--- src/rtl/status_register.sv ---
// Processor status flags {Z, C, S, O} with masked ALU capture, direct write,
// a LIFO save stack for interrupt entry/return, and branch-condition decode.
module status_register #(
    parameter int DEPTH = 4
) (
    input  logic       clk,
    input  logic       rst,
    input  logic       E,
    input  logic [3:0] UpdMask,
    input  logic [3:0] ALUFlags,
    input  logic       WrE,
    input  logic [3:0] WrData,
    input  logic       Push,
    input  logic       Pop,
    input  logic [2:0] Cond,
    output logic [3:0] CFlags,
    output logic       CondTrue,
    output logic       StackEmpty,
    output logic       StackFull,
    output logic       StackErr
);

    localparam int CW = $clog2(DEPTH + 1);
    localparam logic [CW-1:0] DEPTH_C = CW'(DEPTH);

    typedef enum logic [2:0] {
        COND_AL  = 3'b000,
        COND_Z   = 3'b001,
        COND_NZ  = 3'b010,
        COND_C   = 3'b011,
        COND_NC  = 3'b100,
        COND_S   = 3'b101,
        COND_O   = 3'b110,
        COND_LT  = 3'b111
    } cond_e;

    logic [3:0]    flags_q, flags_d;
    logic [CW-1:0] count_q, count_d;
    logic          err_q, err_d;
    logic [3:0]    stack_q [DEPTH];
    logic [3:0]    top;
    logic          stack_empty, stack_full, push_ok, pop_ok;

    assign stack_empty = (count_q == '0);
    assign stack_full  = (count_q == DEPTH_C);
    // Push and Pop together cancel each other and only raise the error.
    assign push_ok     = Push && !Pop && !stack_full;
    assign pop_ok      = Pop && !Push && !stack_empty;

    always_comb begin
        top = '0;
        for (int i = 0; i < DEPTH; i++) begin
            if (count_q == CW'(i + 1)) top = stack_q[i];
        end
    end

    // NOTE: every signal driven here gets a default first so no latch is inferred.
    always_comb begin
        flags_d = flags_q;
        count_d = count_q;
        err_d   = err_q;

        if (Push && Pop) begin
            err_d = 1'b1;
        end else if (Push) begin
            if (stack_full) err_d = 1'b1;
            else            count_d = count_q + CW'(1);
        end else if (Pop) begin
            if (stack_empty) err_d = 1'b1;
            else             count_d = count_q - CW'(1);
        end

        if (pop_ok) begin
            flags_d = top;
        end else if (WrE) begin
            flags_d = WrData;
        end else if (E) begin
            flags_d = (flags_q & ~UpdMask) | (ALUFlags & UpdMask);
        end
    end

    // NOTE: sequential state uses non-blocking assignments so all registers
    // see the same pre-edge values.
    always_ff @(posedge clk or posedge rst) begin
        if (rst) begin
            flags_q <= '0;
            count_q <= '0;
            err_q   <= 1'b0;
        end else begin
            flags_q <= flags_d;
            count_q <= count_d;
            err_q   <= err_d;
        end
    end

    // NOTE: the stack array is deliberately not reset; count gates every read.
    always_ff @(posedge clk) begin
        if (push_ok) begin
            for (int i = 0; i < DEPTH; i++) begin
                if (count_q == CW'(i)) stack_q[i] <= flags_q;
            end
        end
    end

    always_comb begin
        CondTrue = 1'b1;
        unique case (cond_e'(Cond))
            COND_AL: CondTrue = 1'b1;
            COND_Z:  CondTrue = flags_q[3];
            COND_NZ: CondTrue = ~flags_q[3];
            COND_C:  CondTrue = flags_q[2];
            COND_NC: CondTrue = ~flags_q[2];
            COND_S:  CondTrue = flags_q[1];
            COND_O:  CondTrue = flags_q[0];
            COND_LT: CondTrue = flags_q[1] ^ flags_q[0];
            default: CondTrue = 1'b1;
        endcase
    end

    assign CFlags     = flags_q;
    assign StackEmpty = stack_empty;
    assign StackFull  = stack_full;
    assign StackErr   = err_q;

endmodule
--- config.mk ---
export PLATFORM = sky130hd
export DESIGN_NAME = status_register
export DESIGN_NICKNAME = d
export VERILOG_FILES = /design/src/rtl/status_register.sv
export SDC_FILE = /design/constraint.sdc
export NUM_CORES = 1
export LEC_CHECK = 0
export CELL_PAD_IN_SITES_DETAIL_PLACEMENT = 1
export CELL_PAD_IN_SITES_GLOBAL_PLACEMENT = 2
export CORE_UTILIZATION = 36
export CTS_BUF_LIST = sky130_fd_sc_hd__clkbuf_4
export CTS_CLUSTER_SIZE = 28
export DETAILED_ROUTE_END_ITERATION = 16
export HOLD_SLACK_MARGIN = 0.12
export PLACE_DENSITY = 0.95
export SYNTH_ARGS = -nofsm -noshare
export SYNTH_HDL_FRONTEND = slang
export SYNTH_SLANG_ARGS = --single-unit
--- constraint.sdc ---
create_clock -name clk -period 3.7 [get_ports clk]
set_input_delay 0.555 -clock clk [delete_from_list [all_inputs] [get_ports clk]]
set_output_delay 0.555 -clock clk [all_outputs]
set_load 0.005 [all_outputs]
[After elaboration in Yosys (flattened, before gate mapping)]
Memories as Yosys holds them, arrays and structs flattened.
Index checks and enable logic that the tools add are counted.
Storage, ports and cells
  register bits after elaboration: 8
  bits in writable memories: 16
  word-level logic and storage cells: 86
  memories kept: 1
Memories
  stack_q: depth 4, bits a word 4, read ports 4, clocked after memory_dff 0, write ports 1, line 40  | logic [3:0] stack_q [DEPTH];
Operators by class
  $add $sub $neg: 2
  equal/unequal tests: 14
  muxes and demuxes: 38
  bitwise gates (word level): 8
  reductions and logical operators: 20
Operator list (count)
  $mux W4: 10
  $mux W1: 20
  $eq A3 B3 Y1 const B: 5
  $eq A3 B2 Y1 const B: 4
  $mux W3: 4
  $reduce_or A4 Y1: 3
  $reduce_bool A3 Y1: 3
  $and A4 B4 Y4: 2
  $pmux W1 S8: 1
  $eq A3 B1 Y1 const B: 2
  $logic_not A3 Y1: 2
  $mux W2: 3
  $logic_and A1 B1 Y1: 5
  $logic_not A1 Y1: 4
  $ne A2 B2 Y1 const B: 2
  $not A4 Y4: 1
  $or A4 B4 Y4: 1
  $reduce_and A4 Y1: 1
  $add A3 B1 Y3 const B: 1
  $ne A3 B1 Y1 const B: 1
  $not A1 Y1: 3
  $reduce_and A3 Y1: 1
  $sub A3 B1 Y3 const B: 1
  $reduce_bool A2 Y1: 1
  $xor A1 B1 Y1: 1

[Longest topological paths before layout]
  depth in word-level cells: 9
  mapped depth: 7
  mapped depth without buffers: 6

[Worst setup path after synthesis]
Ideal clock, no wire load.
  path type: register to register
  from: register count_q[1]
  to: memory stack_q[3][0] (enable)
  arrival time: 1.383 ns
  slack: 1.950 ns
  cell stages (with the launch flop): 7
  clock period less this slack: 1.750 ns
  cells stage by stage: dfrtp_1 inv_1 ha_1 buf_2 nand2_2 inv_2 nor3b_1
On the way
  word-level cells in the longest chain between the ends: 9
RTL lines
  from (decl): line 38  | logic [CW-1:0] count_q, count_d;
  from (signal assigned): line 91  | count_q <= count_d;
  $eq A3 B3 Y1 (*): line 45  | assign stack_full = (count_q == DEPTH_C);
  via StackFull: line 19  | output logic StackFull,
  $logic_not A1 Y1 (*): line 47  | assign push_ok = Push && !Pop && !stack_full;
  $logic_and A1 B1 Y1 (*): line 47
  $mux W1: line 98  | if (push_ok) begin
  $mux W1 (not written as such): line 100  | if (count_q == CW'(i)) stack_q[i] <= flags_q;
  $reduce_or A4 Y1 (no source line)
  $mux W2 (no source line) or $mux W1 (tied branches) (3 in a row)
  to (decl): line 40
The timed path passes the listed nets; every way through them passes the cells marked *.

[Worst setup path in the final report]
  from: register count_q[1]
  to: output StackFull
On the way
  word-level cells in the longest chain between the ends: 1
RTL lines (line)
  $eq A3 B3 Y1: 45
  to (decl): 19
No other way between the ends.

==> results summary <==
The flow ran to the end, and the final reports show no timing, DRC or antenna violations. Measured against the total synthesized area, the mux share comes to 0.0159. The signal on the critical path passes through inv_1 -> ha_1 -> nand2_2 -> inv_2 -> clkdlybuf4s50_1. The area fraction in compound gates after synthesis came out at 0.220.

The clock latency reported for the late side of the worst-skew pair is 0.32 ns. The maximum number of pins on one net before global-route repair came out at 15. The clock period minus final worst setup slack came out at roughly 2.8 ns. The critical-path maximum fanout is 11. The critical path data required time came out at around 3.1 ns.

The number of nets in the synthesized netlist is ~140. The number of hold-slack violations in the final timing report was 0. The setup check on the worst reg-to-reg path leaves a slack of 1.66 ns. The initialized floorplan defines 21 standard-cell rows. The growth of design area from synthesis to finish is 26.4%. Setup repair after global routing left no endpoint under its margin. The average instance in the mapped netlist occupies 11.6 um^2. The total die area is 0.00395 mm^2. The post-route setup TNS came out at 0 ns.

The TritonCTS buffer count is 3. The leftover overflow at the end of global routing came out at 0. The analysis attributes to cell leakage a power of 0.635 nW.

The initial antenna violation count is 0. The critical path contains buffers and inverters numbering 3 combined. The number of port buffers came out at 28. STA classifies the critical path startpoint as a flip-flop.

Gates resized during post-CTS repair numbered 0. The clock sink count is 24. The arrival time reported for the critical path endpoint came out at 2.20 ns.

The global-route wire length before repair came out at 5160 um. Of the total synthesized cell area, the portion taken by full adders, half adders and majority gates is 0.0563. The post-synthesis register bit count is 24. By area, the combinational part of the netlist is dominated by compound AO/OA/AOI/OAI gates. The wire-length estimate of the detail-placed layout is 2470 um.

The cell area after technology mapping is approximately 0.0013 mm^2. The clock-pin slew of the registers on the worst-case setup and hold paths came out at 0.14 ns. The post-route standard cell area excluding fillers is 0.00169 mm^2. The number of setup violations in the final report is 0. The initial standard-cell utilization of the core came out at 0.387. The class of the tightest hold or removal check is primary input to asynchronous set/reset pin.

The number of remaining DRC errors is 0. The maximum clock insertion buffer count came out at 2. The tree is rooted in a clkbuf_4. The core occupancy in the finished layout is 0.490.

The part of the Yosys area used for sequential elements came out at 0.510. Detailed routing inserted a total of 1,035 vias. The area of placed instances is 0.00163 mm^2.

The layout net count came out at 171. The worst setup path is captured at an output port. For this design the top-level I/O count stands at 29.

The number of inserted diodes came out at 0. In this run the power density over the cells is approximately 630 mW/mm^2. The headroom to the max-slew limit is 0.629. The max capacitance violation total is 0.

The via count of the first global-routing pass came out at 1,104. After floorplanning, the core was sized to cover 0.00344 mm^2. Between clock sinks in the finished design, the worst skew comes to 0.00177 ns.

The number of warnings issued by yosys came out at 0. The xor/xnor share of the synthesized area came out at 0.0131. The largest voltage drop on the vdd net came out at 310 uV.

The largest individual stage delay along the critical path comes from the cell clkdlybuf4s50_1. In the final layout, the share of cells above drive strength 1 is 0.0979. By startpoint and endpoint, the worst setup path is classified as flip-flop to output port. Post-CTS timing repair inserted 0 buffers for setup.

The post-route antenna net violation count came out at 0. In the finished design, the share of the clock period the worst path needs comes to 0.743. TritonCTS built the clock tree. The H-tree depth reported by CTS came out at 1. The instance count of the mapped netlist is 115. After clock tree synthesis, the flow added hold-fix buffers numbering 0. The transition time at the pin with the least slew margin came out at 0.555 ns. The mean number of vias per cell is 5.48. The first routing iteration left 31 violations. The number of different library cells in the post-synthesis netlist came out at 35. The first-pass iteration count of the detailed router is 4. The overall power is 1.06 mW. Dividing the detail-routed wire length by the instance count gives 16.8 um. The post-synthesis share of cell area spent on and, or, nand and nor gates came out at 0.135.

For this run, the top clock speed supported by timing is approximately 0.36 GHz. In the layout the commonest cells are 28 x clkdlybuf4s50_1, 16 x edfxtp_1, 12 x nand2_1, 8 x dfrtp_1, 8 x a21boi_0. From bottom edge to top edge, the die measures 62.9 um. The final estimated routing congestion in global placement came out at 0.751. The total global-route track usage came out at 0.170. The delay contributed by the slowest stage of the critical path is 0.50 ns. The number of pins with negative max-slew slack in the final report is 0. The family with the most delay on the worst path is buffers and inverters. The commonest non-fill, non-tap cell in the layout is clkdlybuf4s50_1. The overall die width is between 60 and 70 um. The total detailed-routing wirelength came out at about 3200 um.
report_power, final:
part / total (mW) / switching [mW] / internal (mW)
logic: 0.454 / 0.237 / 0.217
clock network: 0.194 / 0.0845 / 0.110
registers: 0.413 / 0.0653 / 0.347
total: 1.06 / 0.387 / 0.674
Yosys cell counts, drive strengths merged:
library cell	n	area, um^2
a311oi	4	35.0
nand2b	7	58.8
ha	6	75.1
a221o	2	20.0
a21o	2	15.0
nor3	3	26.3
a221oi	5	50.0
nor2	5	23.8
nand2	13	51.3
nor2b	1	6.26
o22ai	1	6.26
xor2	1	8.76
a31o	1	8.76
buf	4	38.8
dfrtp	8	200
xnor2	1	8.76
o21ai	6	30.0
o32ai	4	35.0
mux2i	1	10.0
nor3b	1	7.51
and2	1	6.26
a21oi	5	25.0
inv	7	26.3
mux2	1	11.3
a32oi	1	8.76
a21boi	8	60.1
edfxtp	16	480
final cells by class:
class	count	area, um^2
clock buffers	3	22.5
clock inverters	1	30.0
fillers	385	1760
inverters	7	26.3
multi-input cells	80	588
flip-flops and latches	24	681
well taps	46	57.6
repair buffers	28	280
through the flow:
| step | std cells | hold WS (ns) | setup WS (ns) |
|---|---|---|---|
| 2_1_floorplan | 115 | 0.371 | 1.95 |
| 4_1_cts | 189 | 0.492 | 0.949 |
| 3_3_place_gp | 185 | 0.473 | 1.20 |
| 5_1_grt | 189 | 0.511 | 0.814 |
| 3_5_place_dp | 185 | 0.482 | 1.13 |
| 6_report | 189 | 0.485 | 0.950 |
worst paths after layout:
path	start	to	cells after the start
max reg2reg	count_q[1]$_DFFE_PP0P_	stack_q[3][3]$_DFFE_PP_	5
max in group asynchronous	rst	count_q[0]$_DFFE_PP0P_	2
max	count_q[1]$_DFFE_PP0P_	StackFull	5
min	rst	count_q[1]$_DFFE_PP0P_	2
min reg2reg	StackErr$_DFFE_PP0P_	StackErr$_DFFE_PP0P_	1
min in group clk	StackErr$_DFFE_PP0P_	StackErr$_DFFE_PP0P_	1
logic make-up after synthesis:
logic type,count (synthesis)
AO/OA/AOI/OAI,39
XOR/XNOR,2
adder cells (fa/ha/maj),6
buffers and inverters,11
flip-flops,24
multiplexers,2
AND/OR/NAND/NOR,31
metal layers:
metal	global-route usage	vias up	share of wire	wire, um
li1	-	493	-	-
met1	0.218	512	0.46	1460
met2	0.297	24	0.50	1580
met3	0.0164	6	0.024	75
met4	0.0523	0	0.015	48
met5	0	-	0	0
(Power assumes the default switching activity.)
